$ cat src/rtl/step_rate_controller.sv
// Run/stop/single-step sequencer: emits a registered one-cycle cpu_en at the selected divided rate or per step press.
// Optional macro STEP_RATE_FULL_SPEED_EN: rate_sel=11 in RUN asserts cpu_en every cycle.
module step_rate_controller #(
   parameter int DEBOUNCE_CYCLES = 500000,
   parameter int COUNT_W         = 16
) (
   input  logic               clock_in_50M,
   input  logic               reset,
   input  logic               clock_1H,
   input  logic               clock_10H,
   input  logic               clock_100H,
   input  logic [1:0]         rate_sel,
   input  logic               run_btn,
   input  logic               step_btn,
   input  logic               halt,
   output logic               cpu_en,
   output logic               running,
   output logic               halted,
   output logic [COUNT_W-1:0] pulse_count
);

   localparam int DB_W = $clog2(DEBOUNCE_CYCLES + 1);

   typedef enum logic [1:0] {
      ST_STOPPED = 2'd0,
      ST_RUN     = 2'd1,
      ST_STEP    = 2'd2,
      ST_HALTED  = 2'd3
   } state_t;

   state_t             state_q, state_d;
   logic [2:0]         src_s1_q, src_s2_q, src_prev_q, src_rise;
   logic               sel_tick, full_speed;
   logic [1:0]         btn_s1_q, btn_s2_q;
   logic [1:0]         btn_acc_q, btn_acc_d;
   logic [1:0]         press_q, press_d;
   logic [DB_W-1:0]    db_cnt_q [2];
   logic [DB_W-1:0]    db_cnt_d [2];
   logic               cpu_en_q, cpu_en_d;
   logic [COUNT_W-1:0] count_q, count_d;
   logic               run_press, step_press;

   // Edges are detected on every source all the time so a rate_sel change cannot fabricate one.
   assign src_rise = src_s2_q & ~src_prev_q;

   always_comb begin
      sel_tick = src_rise[2];
      case (rate_sel)
         2'b00:   sel_tick = src_rise[0];
         2'b01:   sel_tick = src_rise[1];
         default: sel_tick = src_rise[2];
      endcase
   end

`ifdef STEP_RATE_FULL_SPEED_EN
   assign full_speed = (rate_sel == 2'b11);
`else
   assign full_speed = 1'b0;
`endif

   // Index 0 = run button, index 1 = step button.
   always_comb begin
      for (int i = 0; i < 2; i++) begin
         btn_acc_d[i] = btn_acc_q[i];
         db_cnt_d[i]  = '0;
         press_d[i]   = 1'b0;
         if (btn_s2_q[i] != btn_acc_q[i]) begin
            if (db_cnt_q[i] == DB_W'(DEBOUNCE_CYCLES - 1)) begin
               btn_acc_d[i] = btn_s2_q[i];
               press_d[i]   = btn_s2_q[i];
            end else begin
               db_cnt_d[i] = db_cnt_q[i] + DB_W'(1);
            end
         end
      end
   end

   assign run_press  = press_q[0];
   assign step_press = press_q[1];

   always_comb begin
      state_d  = state_q;
      cpu_en_d = 1'b0;
      case (state_q)
         ST_STOPPED: begin
            if (halt) begin
               state_d = ST_HALTED;
            end else if (run_press) begin
               state_d = ST_RUN;
            end else if (step_press) begin
               state_d  = ST_STEP;
               cpu_en_d = 1'b1;
            end
         end
         ST_RUN: begin
            if (halt) begin
               state_d = ST_HALTED;
            end else if (run_press) begin
               state_d = ST_STOPPED;
            end else begin
               cpu_en_d = sel_tick | full_speed;
            end
         end
         ST_STEP: begin
            state_d = halt ? ST_HALTED : ST_STOPPED;
         end
         ST_HALTED: begin
            if (run_press && !halt) begin
               state_d = ST_STOPPED;
            end
         end
         default: state_d = ST_STOPPED;
      endcase
   end

   // Count is loaded on the same edge as cpu_en so it always includes the visible pulse.
   assign count_d = count_q + {{(COUNT_W-1){1'b0}}, cpu_en_d};

   always_ff @(posedge clock_in_50M) begin
      if (reset) begin
         state_q    <= ST_STOPPED;
         src_s1_q   <= '0;
         src_s2_q   <= '0;
         src_prev_q <= '0;
         btn_s1_q   <= '0;
         btn_s2_q   <= '0;
         btn_acc_q  <= '0;
         press_q    <= '0;
         db_cnt_q[0] <= '0;
         db_cnt_q[1] <= '0;
         cpu_en_q   <= 1'b0;
         count_q    <= '0;
      end else begin
         state_q    <= state_d;
         src_s1_q   <= {clock_100H, clock_10H, clock_1H};
         src_s2_q   <= src_s1_q;
         src_prev_q <= src_s2_q;
         btn_s1_q   <= {step_btn, run_btn};
         btn_s2_q   <= btn_s1_q;
         btn_acc_q  <= btn_acc_d;
         press_q    <= press_d;
         db_cnt_q[0] <= db_cnt_d[0];
         db_cnt_q[1] <= db_cnt_d[1];
         cpu_en_q   <= cpu_en_d;
         count_q    <= count_d;
      end
   end

   assign cpu_en      = cpu_en_q;
   assign running     = (state_q == ST_RUN);
   assign halted      = (state_q == ST_HALTED);
   assign pulse_count = count_q;

endmodule

$ cat config.mk
export PLATFORM = sky130hd
export DESIGN_NAME = step_rate_controller
export DESIGN_NICKNAME = d
export VERILOG_FILES = /design/src/rtl/step_rate_controller.sv
export SDC_FILE = /design/constraint.sdc
export NUM_CORES = 1
export LEC_CHECK = 0
export CORE_UTILIZATION = 63
export CTS_BUF_LIST = sky130_fd_sc_hd__clkbuf_4 sky130_fd_sc_hd__clkbuf_8
export DETAILED_ROUTE_END_ITERATION = 16
export PLACE_DENSITY = 0.87
export SKIP_LAST_GASP = 1
export SLEW_MARGIN = 10
export SYNTH_ARGS = -nofsm -noshare
export SYNTH_HDL_FRONTEND = slang
export SYNTH_SLANG_ARGS = --single-unit
$ cat constraint.sdc
create_clock -name clock_in_50M -period 7.4 [get_ports clock_in_50M]
set_input_delay 1.48 -clock clock_in_50M [delete_from_list [all_inputs] [get_ports clock_in_50M]]
set_output_delay 1.48 -clock clock_in_50M [all_outputs]
set_load 0.01 [all_outputs]
==> results.sh <==
export IMPL_drcViolationCount=0
export IMPL_grt_usage=0.2370
export IMPL_rsz0062_at_grt="no"
export IMPL_ant_nets=0
export IMPL_num_vias=2287
export IMPL_synthArstFlopShare=0
export IMPL_fmax_mhz=251.0
export IMPL_critPathSlowestCell="or3b_2"
export IMPL_hold_class="register to register"
export IMPL_start_util=0.6522
export IMPL_layout_commonest_cell="dfxtp_1"
export IMPL_power_density_nw_per_um2=219.6
export IMPL_synth_edf_count=0
export IMPL_cts_max_path_buffers=2
export IMPL_reg2reg_from="src_s2_q[0]"
export IMPL_std_cell_rows=25
export IMPL_peakVddDrop_uv=180.2
export IMPL_drv_cap=0
export IMPL_first_pass_iters=4
export IMPL_multi_input_area_sq_um=1486
export IMPL_cts_root_buf="clkbuf_8"
export IMPL_synthCells=343
export IMPL_die_w_um=71.93
export IMPL_viasPerCell=5.128
export IMPL_cp_arrival_ns=4.21
export IMPL_overflow=0
export IMPL_synth_seq_cells=74
export IMPL_ys_top_cells_by_area="dfxtp_1, nor2_1, xnor2_1"
export IMPL_cts_resized_gates=0
export IMPL_p_leak_nw=1.203
export IMPL_r2r_setup_slack_ns=4.65
export IMPL_fin_cells=446
export IMPL_start_kind="input pin"
export IMPL_crit_path_end_kind="register"
export IMPL_crit_type="input pin to register"
export IMPL_grt_pass1_vias=2193
export IMPL_core_area_sq_um=4723
export IMPL_finalNetCount=391
export IMPL_min_period_ns=3.985
export IMPL_syn_area_per_cell_sq_um=8.981
export IMPL_hold_buffers=0
export IMPL_cts_buffers=9
export IMPL_die_h_um=71.93
export IMPL_finalSetupViolCount=0
export IMPL_synthesis_nets=360
export IMPL_num_antenna_cells=0
export IMPL_critical_path_max_stage_delay_ns=0.46
export IMPL_drv_slew=0
export IMPL_post_cts_buffers=0
export IMPL_port_buffers=28
export IMPL_hold_viol=0
export IMPL_syn_area_sq_um=3080
export IMPL_gp_congestion=0.8067
export IMPL_dp_final_hpwl_um=3737
export IMPL_grt_pass1_wl_um=9549
export IMPL_cp_cell_sequence="clkdlybuf4s50_1 > or3b_2 > a21oi_1 > o21ai_0 > a211oi_1 > ha_1 > nand2_1 > nor3_1 > nand3_1 > xor2_1 > nor2_1"
export IMPL_yosysSeqAreaShare=0.4809
export IMPL_worst_slew_pin_slew_ns=0.6054
export IMPL_yosysTopAreaCell="dfxtp_1"
export IMPL_rr_endpoint="pulse_count[11]"
export IMPL_clk_latency_ns=0.35
export IMPL_grt_max_degree=24
export IMPL_wl_per_cell_um=12.46
export IMPL_drt_iter0_markers=126
export IMPL_cts_num_sinks=74
export IMPL_pin_count=29
export IMPL_wl_um=5555
export IMPL_yosys_warnings=0
export IMPL_regArea_sq_um=1481
export IMPL_synth_flop_cell="dfxtp_1"
export IMPL_dp_cells=430
export IMPL_areaGrowthSynthToFinish_pct=17.34
export IMPL_crit_family="simple AND/OR/NAND/NOR gates"
export IMPL_outcome="complete, no violations"
export IMPL_fillCellCount=323
export IMPL_slew_headroom=0.5964
export IMPL_worstPathRequired_ns=7.63
export IMPL_rr_worst_depth=10
export IMPL_min_from="src_s1_q[1]"
export IMPL_clkTransAtPathRegs_ns=0.08
export IMPL_min_to="src_s2_q[1]"
export IMPL_min_path_cells=1
export IMPL_cp_max_fo=4
export IMPL_cts_htree_levels=3
export IMPL_die_area_sq_um=5173
export IMPL_worst_path_buf_inv=1
export IMPL_drive_gt1_frac=0.06596
export IMPL_cts_tree="done"
export IMPL_synth_cell_types=36
export IMPL_fin_skew_ns=0.01163
export IMPL_finalCritPeriodShare=0.5385
export IMPL_final_cell_mix="dfxtp_1, nor2_1, xnor2_1"
export IMPL_critPathLaunch="rate_sel[0]"
export IMPL_final_setup_tns_ns=0
export IMPL_grt_antenna_before_repair=0
export IMPL_synth_top_area_share=0.4809
==> cell usage after synthesis (all sizes together), types with 2 or more instances <==
cell	instances
o21ai	2
inv	14
nor3b	2
xor2	19
and3	6
clkbuf	5
mux2i	4
or3	2
or4	3
nand2	17
a21oi	5
xnor2	30
ha	7
nand4	8
nor3	13
nand2b	3
dfxtp	74
buf	4
or2	3
nand3	22
nor4	3
nor2	72
nor2b	18
==> registers in the layout, summed over array words and instances (netlist names) <==
register,count
btn_acc_q,2
btn_s1_q,2
btn_s2_q,2
cpu_en,1
db_cnt_q,38
press_q,2
pulse_count,16
src_prev_q,3
src_s1_q,3
src_s2_q,3
state_q,2
==> how the worst max path moves through the flow <==
stage	end	cells after the start
6_report	pulse_count[11]	11
5_1_grt	pulse_count[11]	11
4_1_cts	pulse_count[11]	11
3_5_place_dp	pulse_count[13]	11
3_3_place_gp	pulse_count[13]	11
2_1_floorplan	pulse_count[13]	10
==> cell type report <==
cell class,count,share of cell area
Multi-Input combinational cell,246,0.4112
Sequential cell,74,0.4098
Timing Repair Buffer,29,0.07961
Clock buffer,10,0.03634
Clock inverter,6,0.02527
Tap cell,67,0.02319
Inverter,14,0.01454
==> per-layer routing <==
layer	share of wire	track usage	routed length [um]
met5	0	0	0
met3	0.030	0.04583	168
met4	0.017	0.1068	97
met1	0.47	0.2939	2606
met2	0.48	0.4015	2682
==> where the power goes <==
part           internal [W]  switching, W   total, W
Combinational     0.0000203     0.0000215  0.0000418
Clock              0.000194      0.000150   0.000344
Sequential         0.000404    0.00000424   0.000408
Total              0.000618      0.000175   0.000794
==> metrics by stage <==
stage	power [W]	cell area, sq um	worst slack (ns)	util	hold slack [ns]
final	0.0007938	3615	3.415	0.7653	0.4403
after detailed placement	0.0004569	3392	3.125	0.7181	0.4234
after global placement	0.0004546	3392	3.260	0.7181	0.4169
after global routing	0.0008188	3615	3.180	0.7653	0.4659
after floorplan	0.0004435	3080	3.911	-	0.4138
after CTS	0.0007980	3615	3.453	0.7653	0.4432
==> cell families (layout without fill, tap and decap cells) <==
kind of cell | count (synthesis) | in the layout | share of synthesized area
AND/OR/NAND/NOR | 176 | 176 | 0.2835
buffers and inverters | 23 | 59 | 0.03656
multiplexers | 4 | 4 | 0.01300
adder cells (fa/ha/maj) | 7 | 7 | 0.02843
XOR/XNOR | 49 | 49 | 0.1393
AO/OA/AOI/OAI | 10 | 10 | 0.01828
flip-flops | 74 | 74 | 0.4809
Note: power is estimated with default switching activity, not from simulation.
